[config.mk]
export PLATFORM = sky130hd
export DESIGN_NAME = note_detector
export DESIGN_NICKNAME = d
export VERILOG_FILES = /design/src/rtl/note_detector.sv
export SDC_FILE = /design/constraint.sdc
export NUM_CORES = 1
export LEC_CHECK = 0
export BUFFER_PORTS_ARGS = -buffer_cell sky130_fd_sc_hd__buf_2
export CORE_UTILIZATION = 25
export CTS_BUF_LIST = sky130_fd_sc_hd__clkbuf_2 sky130_fd_sc_hd__clkbuf_4 sky130_fd_sc_hd__clkbuf_8
export CTS_CLUSTER_SIZE = 40
export DETAILED_ROUTE_END_ITERATION = 6
export GPL_TIMING_DRIVEN = 0
export SYNTH_ARGS = -nofsm -noshare
export SYNTH_HDL_FRONTEND = slang
export SYNTH_SLANG_ARGS = --single-unit
[constraint.sdc]
create_clock -name clk -period 5.7 [get_ports clk]
set_clock_uncertainty 0.2 [all_clocks]
set_input_delay 0.57 -clock clk [delete_from_list [all_inputs] [get_ports clk]]
set_output_delay 0.57 -clock clk [all_outputs]
set_load 0.02 [all_outputs]
[src/rtl/note_detector.sv]
// Frequency counter and nearest-note finder for a 1-bit audio input.
// Counts rising edges over a gate window, then scans the 108-entry equal-tempered table for the closest pitch.
module note_detector #(
  parameter int GATE_CYCLES = 50_000_000,
  parameter int GATE_SHIFT  = 0
) (
  input  logic        clk,
  input  logic        reset,
  input  logic        enable,
  input  logic        sig_in,
  output logic [15:0] frequency,
  output logic [3:0]  note,
  output logic [3:0]  octave,
  output logic        note_valid,
  output logic        valid
);

  localparam int DATA_W  = 16;
  localparam int GW      = $clog2(GATE_CYCLES + 1);
  localparam int LAST_IX = 107;

  typedef enum logic [1:0] {MEASURE, SEARCH, DONE} state_t;

  state_t            state_q, state_d;
  logic              sync_q, sync_qq;
  logic [GW-1:0]     gate_cnt;
  logic [DATA_W-1:0] edge_cnt;
  logic [DATA_W-1:0] edge_inc;
  logic [DATA_W-1:0] meas_q;
  logic [6:0]        idx_q;
  logic [6:0]        best_idx;
  logic [DATA_W-1:0] best_diff;
  logic [DATA_W-1:0] tab_hz;
  logic [DATA_W-1:0] cand_diff;
  logic [6:0]        final_idx;
  logic              rise, gate_last, search_last, take;
  logic              vld_p0;

  // Rounded equal-tempered frequencies, idx = 12*octave + note (C0 .. B8).
  function automatic logic [DATA_W-1:0] note_hz(input logic [6:0] ix);
    logic [DATA_W-1:0] hz;
    hz = '0;
    case (ix)
      7'd0:   hz = 16'd16;   7'd1:   hz = 16'd17;   7'd2:   hz = 16'd18;   7'd3:   hz = 16'd19;
      7'd4:   hz = 16'd21;   7'd5:   hz = 16'd22;   7'd6:   hz = 16'd23;   7'd7:   hz = 16'd24;
      7'd8:   hz = 16'd26;   7'd9:   hz = 16'd28;   7'd10:  hz = 16'd29;   7'd11:  hz = 16'd31;
      7'd12:  hz = 16'd33;   7'd13:  hz = 16'd35;   7'd14:  hz = 16'd37;   7'd15:  hz = 16'd39;
      7'd16:  hz = 16'd41;   7'd17:  hz = 16'd44;   7'd18:  hz = 16'd46;   7'd19:  hz = 16'd49;
      7'd20:  hz = 16'd52;   7'd21:  hz = 16'd55;   7'd22:  hz = 16'd58;   7'd23:  hz = 16'd62;
      7'd24:  hz = 16'd65;   7'd25:  hz = 16'd69;   7'd26:  hz = 16'd73;   7'd27:  hz = 16'd78;
      7'd28:  hz = 16'd82;   7'd29:  hz = 16'd87;   7'd30:  hz = 16'd92;   7'd31:  hz = 16'd98;
      7'd32:  hz = 16'd104;  7'd33:  hz = 16'd110;  7'd34:  hz = 16'd117;  7'd35:  hz = 16'd123;
      7'd36:  hz = 16'd131;  7'd37:  hz = 16'd139;  7'd38:  hz = 16'd147;  7'd39:  hz = 16'd156;
      7'd40:  hz = 16'd165;  7'd41:  hz = 16'd175;  7'd42:  hz = 16'd185;  7'd43:  hz = 16'd196;
      7'd44:  hz = 16'd208;  7'd45:  hz = 16'd220;  7'd46:  hz = 16'd233;  7'd47:  hz = 16'd247;
      7'd48:  hz = 16'd262;  7'd49:  hz = 16'd277;  7'd50:  hz = 16'd294;  7'd51:  hz = 16'd311;
      7'd52:  hz = 16'd330;  7'd53:  hz = 16'd349;  7'd54:  hz = 16'd370;  7'd55:  hz = 16'd392;
      7'd56:  hz = 16'd415;  7'd57:  hz = 16'd440;  7'd58:  hz = 16'd466;  7'd59:  hz = 16'd494;
      7'd60:  hz = 16'd523;  7'd61:  hz = 16'd554;  7'd62:  hz = 16'd587;  7'd63:  hz = 16'd622;
      7'd64:  hz = 16'd659;  7'd65:  hz = 16'd698;  7'd66:  hz = 16'd740;  7'd67:  hz = 16'd784;
      7'd68:  hz = 16'd831;  7'd69:  hz = 16'd880;  7'd70:  hz = 16'd932;  7'd71:  hz = 16'd988;
      7'd72:  hz = 16'd1047; 7'd73:  hz = 16'd1109; 7'd74:  hz = 16'd1175; 7'd75:  hz = 16'd1245;
      7'd76:  hz = 16'd1319; 7'd77:  hz = 16'd1397; 7'd78:  hz = 16'd1480; 7'd79:  hz = 16'd1568;
      7'd80:  hz = 16'd1661; 7'd81:  hz = 16'd1760; 7'd82:  hz = 16'd1865; 7'd83:  hz = 16'd1976;
      7'd84:  hz = 16'd2093; 7'd85:  hz = 16'd2217; 7'd86:  hz = 16'd2349; 7'd87:  hz = 16'd2489;
      7'd88:  hz = 16'd2637; 7'd89:  hz = 16'd2794; 7'd90:  hz = 16'd2960; 7'd91:  hz = 16'd3136;
      7'd92:  hz = 16'd3322; 7'd93:  hz = 16'd3520; 7'd94:  hz = 16'd3729; 7'd95:  hz = 16'd3951;
      7'd96:  hz = 16'd4186; 7'd97:  hz = 16'd4435; 7'd98:  hz = 16'd4699; 7'd99:  hz = 16'd4978;
      7'd100: hz = 16'd5274; 7'd101: hz = 16'd5588; 7'd102: hz = 16'd5920; 7'd103: hz = 16'd6272;
      7'd104: hz = 16'd6645; 7'd105: hz = 16'd7040; 7'd106: hz = 16'd7459; 7'd107: hz = 16'd7902;
      default: hz = '0;
    endcase
    return hz;
  endfunction

  // Scale the edge count to Hz, clamping at full scale.
  function automatic logic [DATA_W-1:0] sat_shift(input logic [DATA_W-1:0] cnt);
    logic [2*DATA_W-1:0] wide;
    wide = {{DATA_W{1'b0}}, cnt} << GATE_SHIFT;
    return (|wide[2*DATA_W-1:DATA_W]) ? {DATA_W{1'b1}} : wide[DATA_W-1:0];
  endfunction

  function automatic logic [DATA_W-1:0] abs_diff(input logic [DATA_W-1:0] a,
                                                 input logic [DATA_W-1:0] b);
    logic signed [DATA_W:0] d;
    d = $signed({1'b0, a}) - $signed({1'b0, b});
    return d[DATA_W] ? DATA_W'(-d) : d[DATA_W-1:0];
  endfunction

  assign rise        = sync_q & ~sync_qq;
  assign gate_last   = (gate_cnt == GW'(GATE_CYCLES - 1));
  assign search_last = (idx_q == 7'(LAST_IX));
  assign edge_inc    = (rise && (edge_cnt != {DATA_W{1'b1}})) ? edge_cnt + 1'b1 : edge_cnt;

  // Candidate for this table slot; strict less-than keeps the lower index on ties.
  assign tab_hz    = note_hz(idx_q);
  assign cand_diff = abs_diff(tab_hz, meas_q);
  assign take      = (idx_q == 7'd0) || (cand_diff < best_diff);
  assign final_idx = take ? idx_q : best_idx;

  always_comb begin
    state_d = state_q;
    case (state_q)
      MEASURE: if (gate_last)   state_d = SEARCH;
      SEARCH:  if (search_last) state_d = DONE;
      DONE:                     state_d = MEASURE;
      default:                  state_d = MEASURE;
    endcase
    if (!enable) state_d = MEASURE;
  end

  always_ff @(posedge clk) begin
    if (reset) begin
      state_q    <= MEASURE;
      sync_q     <= 1'b0;
      sync_qq    <= 1'b0;
      gate_cnt   <= '0;
      edge_cnt   <= '0;
      idx_q      <= '0;
      best_idx   <= '0;
      best_diff  <= '0;
      meas_q     <= '0;
      frequency  <= '0;
      note       <= '0;
      octave     <= '0;
      note_valid <= 1'b0;
      vld_p0     <= 1'b0;
    end else begin
      state_q <= state_d;
      sync_q  <= sig_in;
      sync_qq <= sync_q;
      vld_p0  <= 1'b0;
      if (!enable) begin
        gate_cnt <= '0;
        edge_cnt <= '0;
        idx_q    <= '0;
      end else begin
        case (state_q)
          MEASURE: begin
            if (gate_last) begin
              meas_q   <= sat_shift(edge_inc);
              gate_cnt <= '0;
              edge_cnt <= '0;
              idx_q    <= '0;
            end else begin
              gate_cnt <= gate_cnt + 1'b1;
              edge_cnt <= edge_inc;
            end
          end
          SEARCH: begin
            if (take) begin
              best_idx  <= idx_q;
              best_diff <= cand_diff;
            end
            // Last slot: publish directly so the values land together with valid.
            if (search_last) begin
              idx_q     <= '0;
              frequency <= meas_q;
              vld_p0    <= 1'b1;
              if (meas_q != '0) begin
                note_valid <= 1'b1;
                note       <= 4'(final_idx % 7'd12);
                octave     <= 4'(final_idx / 7'd12);
              end else begin
                note_valid <= 1'b0;
              end
            end else begin
              idx_q <= idx_q + 7'd1;
            end
          end
          default: begin
            gate_cnt <= '0;
            edge_cnt <= '0;
            idx_q    <= '0;
          end
        endcase
      end
    end
  end

  assign valid = vld_p0;

endmodule

==> insert_results.sql <==
INSERT INTO impl_metrics (metric_group, metric, value, unit) VALUES
('timing', 'finalHoldViolations', '0', ''),
('yosys', 'async_flop_share', '0', ''),
('outcome', 'result_of_the_run', 'finished, violations left', ''),
('yosys', 'post_synth_instance_area', '8910', 'um2'),
('timing', 'hold_slack', '109', 'ps'),
('yosys', 'synth_sequential_area_ratio', '0.294', ''),
('clocking', 'tritoncts.num_buffers', '17', ''),
('critical_path', 'timing_worst_setup_path_type', 'reg -> reg', ''),
('power', 'share_seq_of_total_power', '0.510', ''),
('grt', 'globalRouteTotalUtil', '0.161', ''),
('floorplan', 'die_y', '191', 'um'),
('power', 'powerDensity', '171', 'nW/um2'),
('clocking', 'worstSkewPairLatency', '460', 'ps'),
('route', 'final_antenna_net_count', '0', ''),
('route', 'wl', '29300', 'um'),
('clocking', 'worst_setup_hold_path_clk_slew', '90', 'ps'),
('placement', 'port_buffer_count', '29', ''),
('placement', 'placedCellCount', '1681', ''),
('cells_and_area', 'fill_cells', '3716', ''),
('critical_path', 'critical_path.slowest_cell', 'dfxtp_1', ''),
('floorplan', 'fp.dieW', '191', 'um'),
('cells_and_area', 'fin_util', '0.301', ''),
('critical_path', 'reg2reg_setup_slack', '-260', 'ps'),
('power', 'power.static_leakage', '3.78', 'nW'),
('timing', 'layout_setup_ws', '-257', 'ps'),
('cells_and_area', 'finalInstanceArea', '10500', 'um2'),
('power', 'power.clock.fraction', '0.469', ''),
('route', 'drt_drc_violations_left', '0', ''),
('yosys', 'post_synth_most_frequent_cells', 'nand2_1, dfxtp_1, nor2_1, a21oi_1, o21ai_0', ''),
('route', 'detail_route.vias_per_cell', '5.23', ''),
('outcome', 'failed_checks', 'setup timing', ''),
('placement', 'dp_worst_setup_slack', '-987', 'ps'),
('yosys', 'synth.yosys.warnings', '0', ''),
('route', 'detailedRoute.firstPassIterationCount', '6', ''),
('clocking', 'clk_root_buf', 'clkbuf_8', ''),
('timing', 'period_needed', '5960', 'ps'),
('yosys', 'synth-edff-count', '0', ''),
('yosys', 'synth_top_area_frac', '0.294', ''),
('cells_and_area', 'seqCellArea', '2640', 'um2'),
('critical_path', 'timing.critical_path.required', '5890', 'ps'),
('placement', 'dp_hpwl', '21400', 'um'),
('timing', 'finalSetupTns', '-635', 'ps'),
('cells_and_area', 'post_route_cells_drive_above_1_share', '0.144', ''),
('grt', 'maximum_number_of_pins_on_one_net_before_global_route_repair', '17', ''),
('floorplan', 'row_count', '68', ''),
('clocking', 'htree_levels', '4', ''),
('grt', 'first_global_vias', '8543', ''),
('cells_and_area', 'synthToLayoutAreaGrowth', '17.7', '%'),
('power', 'vdd_drop_max', '0.127', 'mV'),
('power', 'pwr-share-comb', '0.021', ''),
('floorplan', 'core_area', '34800', 'um2'),
('critical_path', 'critical_path.endpoint_type', 'flop', ''),
('route', 'average_wire_per_standard_cell', '16.9', 'um'),
('floorplan', 'die_area', '36400', 'um2'),
('power', 'power_switching', '0.458', 'mW'),
('floorplan', 'pin_count', '30', ''),
('grt', 'grt_antenna_before_repair', '1', ''),
('yosys', 'synth_cells', '1197', ''),
('critical_path', 'worst_path_largest_cell_delay', '500', 'ps'),
('timing', 'finalSetupViolations', '3', ''),
('yosys', 'synthMostInstantiatedCell', 'nand2_1', ''),
('timing', 'grt_setup_unrepaired', 'true', ''),
('placement', 'place_area', '9650', 'um2'),
('power', 'power.switching_fraction', '0.255', ''),
('clocking', 'tritoncts_sinks', '131', ''),
('critical_path', 'start_kind', 'flop', ''),
('grt', 'wire_length_of_the_first_global_routing_pass', '46400', 'um'),
('hold_path', 'hp-class', 'in -> reg', ''),
('floorplan', 'initial_core_util', '0.256', ''),
('yosys', 'postSynthNetCount', '1244', ''),
('flow_run', 'number_of_maximum_capacitance_constraint_violations', '0', '');
## layout by cell type (no fill, tap or decap), drive strengths merged, types with 20 or more instances in the layout
cell / netlist / routed
dfxtp: 131 / 131
xor2: 34 / 34
buf: 20 / 74
xnor2: 25 / 25
o21ai: 87 / 87
nand3: 35 / 35
nor3: 23 / 23
a211oi: 27 / 27
nand4: 20 / 20
clkbuf: 49 / 61
nor2: 109 / 109
inv: 60 / 66
a21oi: 105 / 105
nand2: 183 / 183
ha: 42 / 42
## power by group through the flow
stage / logic, mW / clock network [mW] / registers (mW)
floorplan: 0.0239 / 0 / 0.938
global placement: 0.0378 / 0 / 0.939
detailed placement: 0.0380 / 0 / 0.939
CTS: 0.0381 / 0.862 / 0.916
global route: 0.0417 / 0.898 / 0.917
finish: 0.0380 / 0.842 / 0.916
## state kept, by name (all words and copies together) (netlist names), 2 cells and up
| register | count |
|---|---|
| idx_q | 7 |
| edge_cnt | 16 |
| best_diff | 16 |
| octave | 4 |
| gate_cnt | 26 |
| best_idx | 7 |
| state_q | 2 |
| meas_q | 16 |
| tab_hz | 13 |
| frequency | 16 |
| note | 4 |
## critical path, delay by kind of cell (launching register included)
family,cells,cell delay (ps)
xor+xnor,1,120
flops,1,500
fa+ha+maj,3,870
buf+inv,2,220
mux,3,630
compound gates,8,1650
simple gates,8,1690
## worst paths after layout
check | from | to | cells past startpoint
setup / recovery | meas_q[5] | note[3] | 25
hold / removal | sig_in | sync_q | 2
setup reg to reg | meas_q[5] | note[3] | 25
hold reg to reg | frequency[14] | frequency[14] | 2
## kinds of logic after synthesis
kind of cell | count (synthesis) | synth area share
compound gates | 354 | 0.256
simple gates | 458 | 0.243
fa+ha+maj | 43 | 0.0612
buf+inv | 130 | 0.0617
mux | 22 | 0.0254
flops | 131 | 0.294
xor+xnor | 59 | 0.0580
## timing repair
item | CTS | global route
endpoints found under the setup margin | 27 | 27
pin swaps | 28 | 10
setup buffers | 12 | 8
hold buffers | 0 | 0
gates resized for setup | 50 | 31
## per-layer routing
| metal | share of wire | global-route usage |
|---|---|---|
| met1 | 0.45 | 0.208 |
| met2 | 0.46 | 0.263 |
| met3 | 0.057 | 0.0252 |
| met4 | 0.033 | 0.0677 |
| met5 | 0 | 0 |
## area by class of cell
| class | instances | share of cell area |
|---|---|---|
| Antenna cell | 1 | 0.000239 |
| Buffer | 68 | 0.0319 |
| Clock buffer | 18 | 0.0236 |
| Clock inverter | 14 | 0.0160 |
| Inverter | 61 | 0.0226 |
| Multi-Input combinational cell | 936 | 0.571 |
| Sequential cell | 131 | 0.251 |
| Tap cell | 455 | 0.0543 |
| Timing Repair Buffer | 49 | 0.0292 |
(Power assumes the default switching activity.)
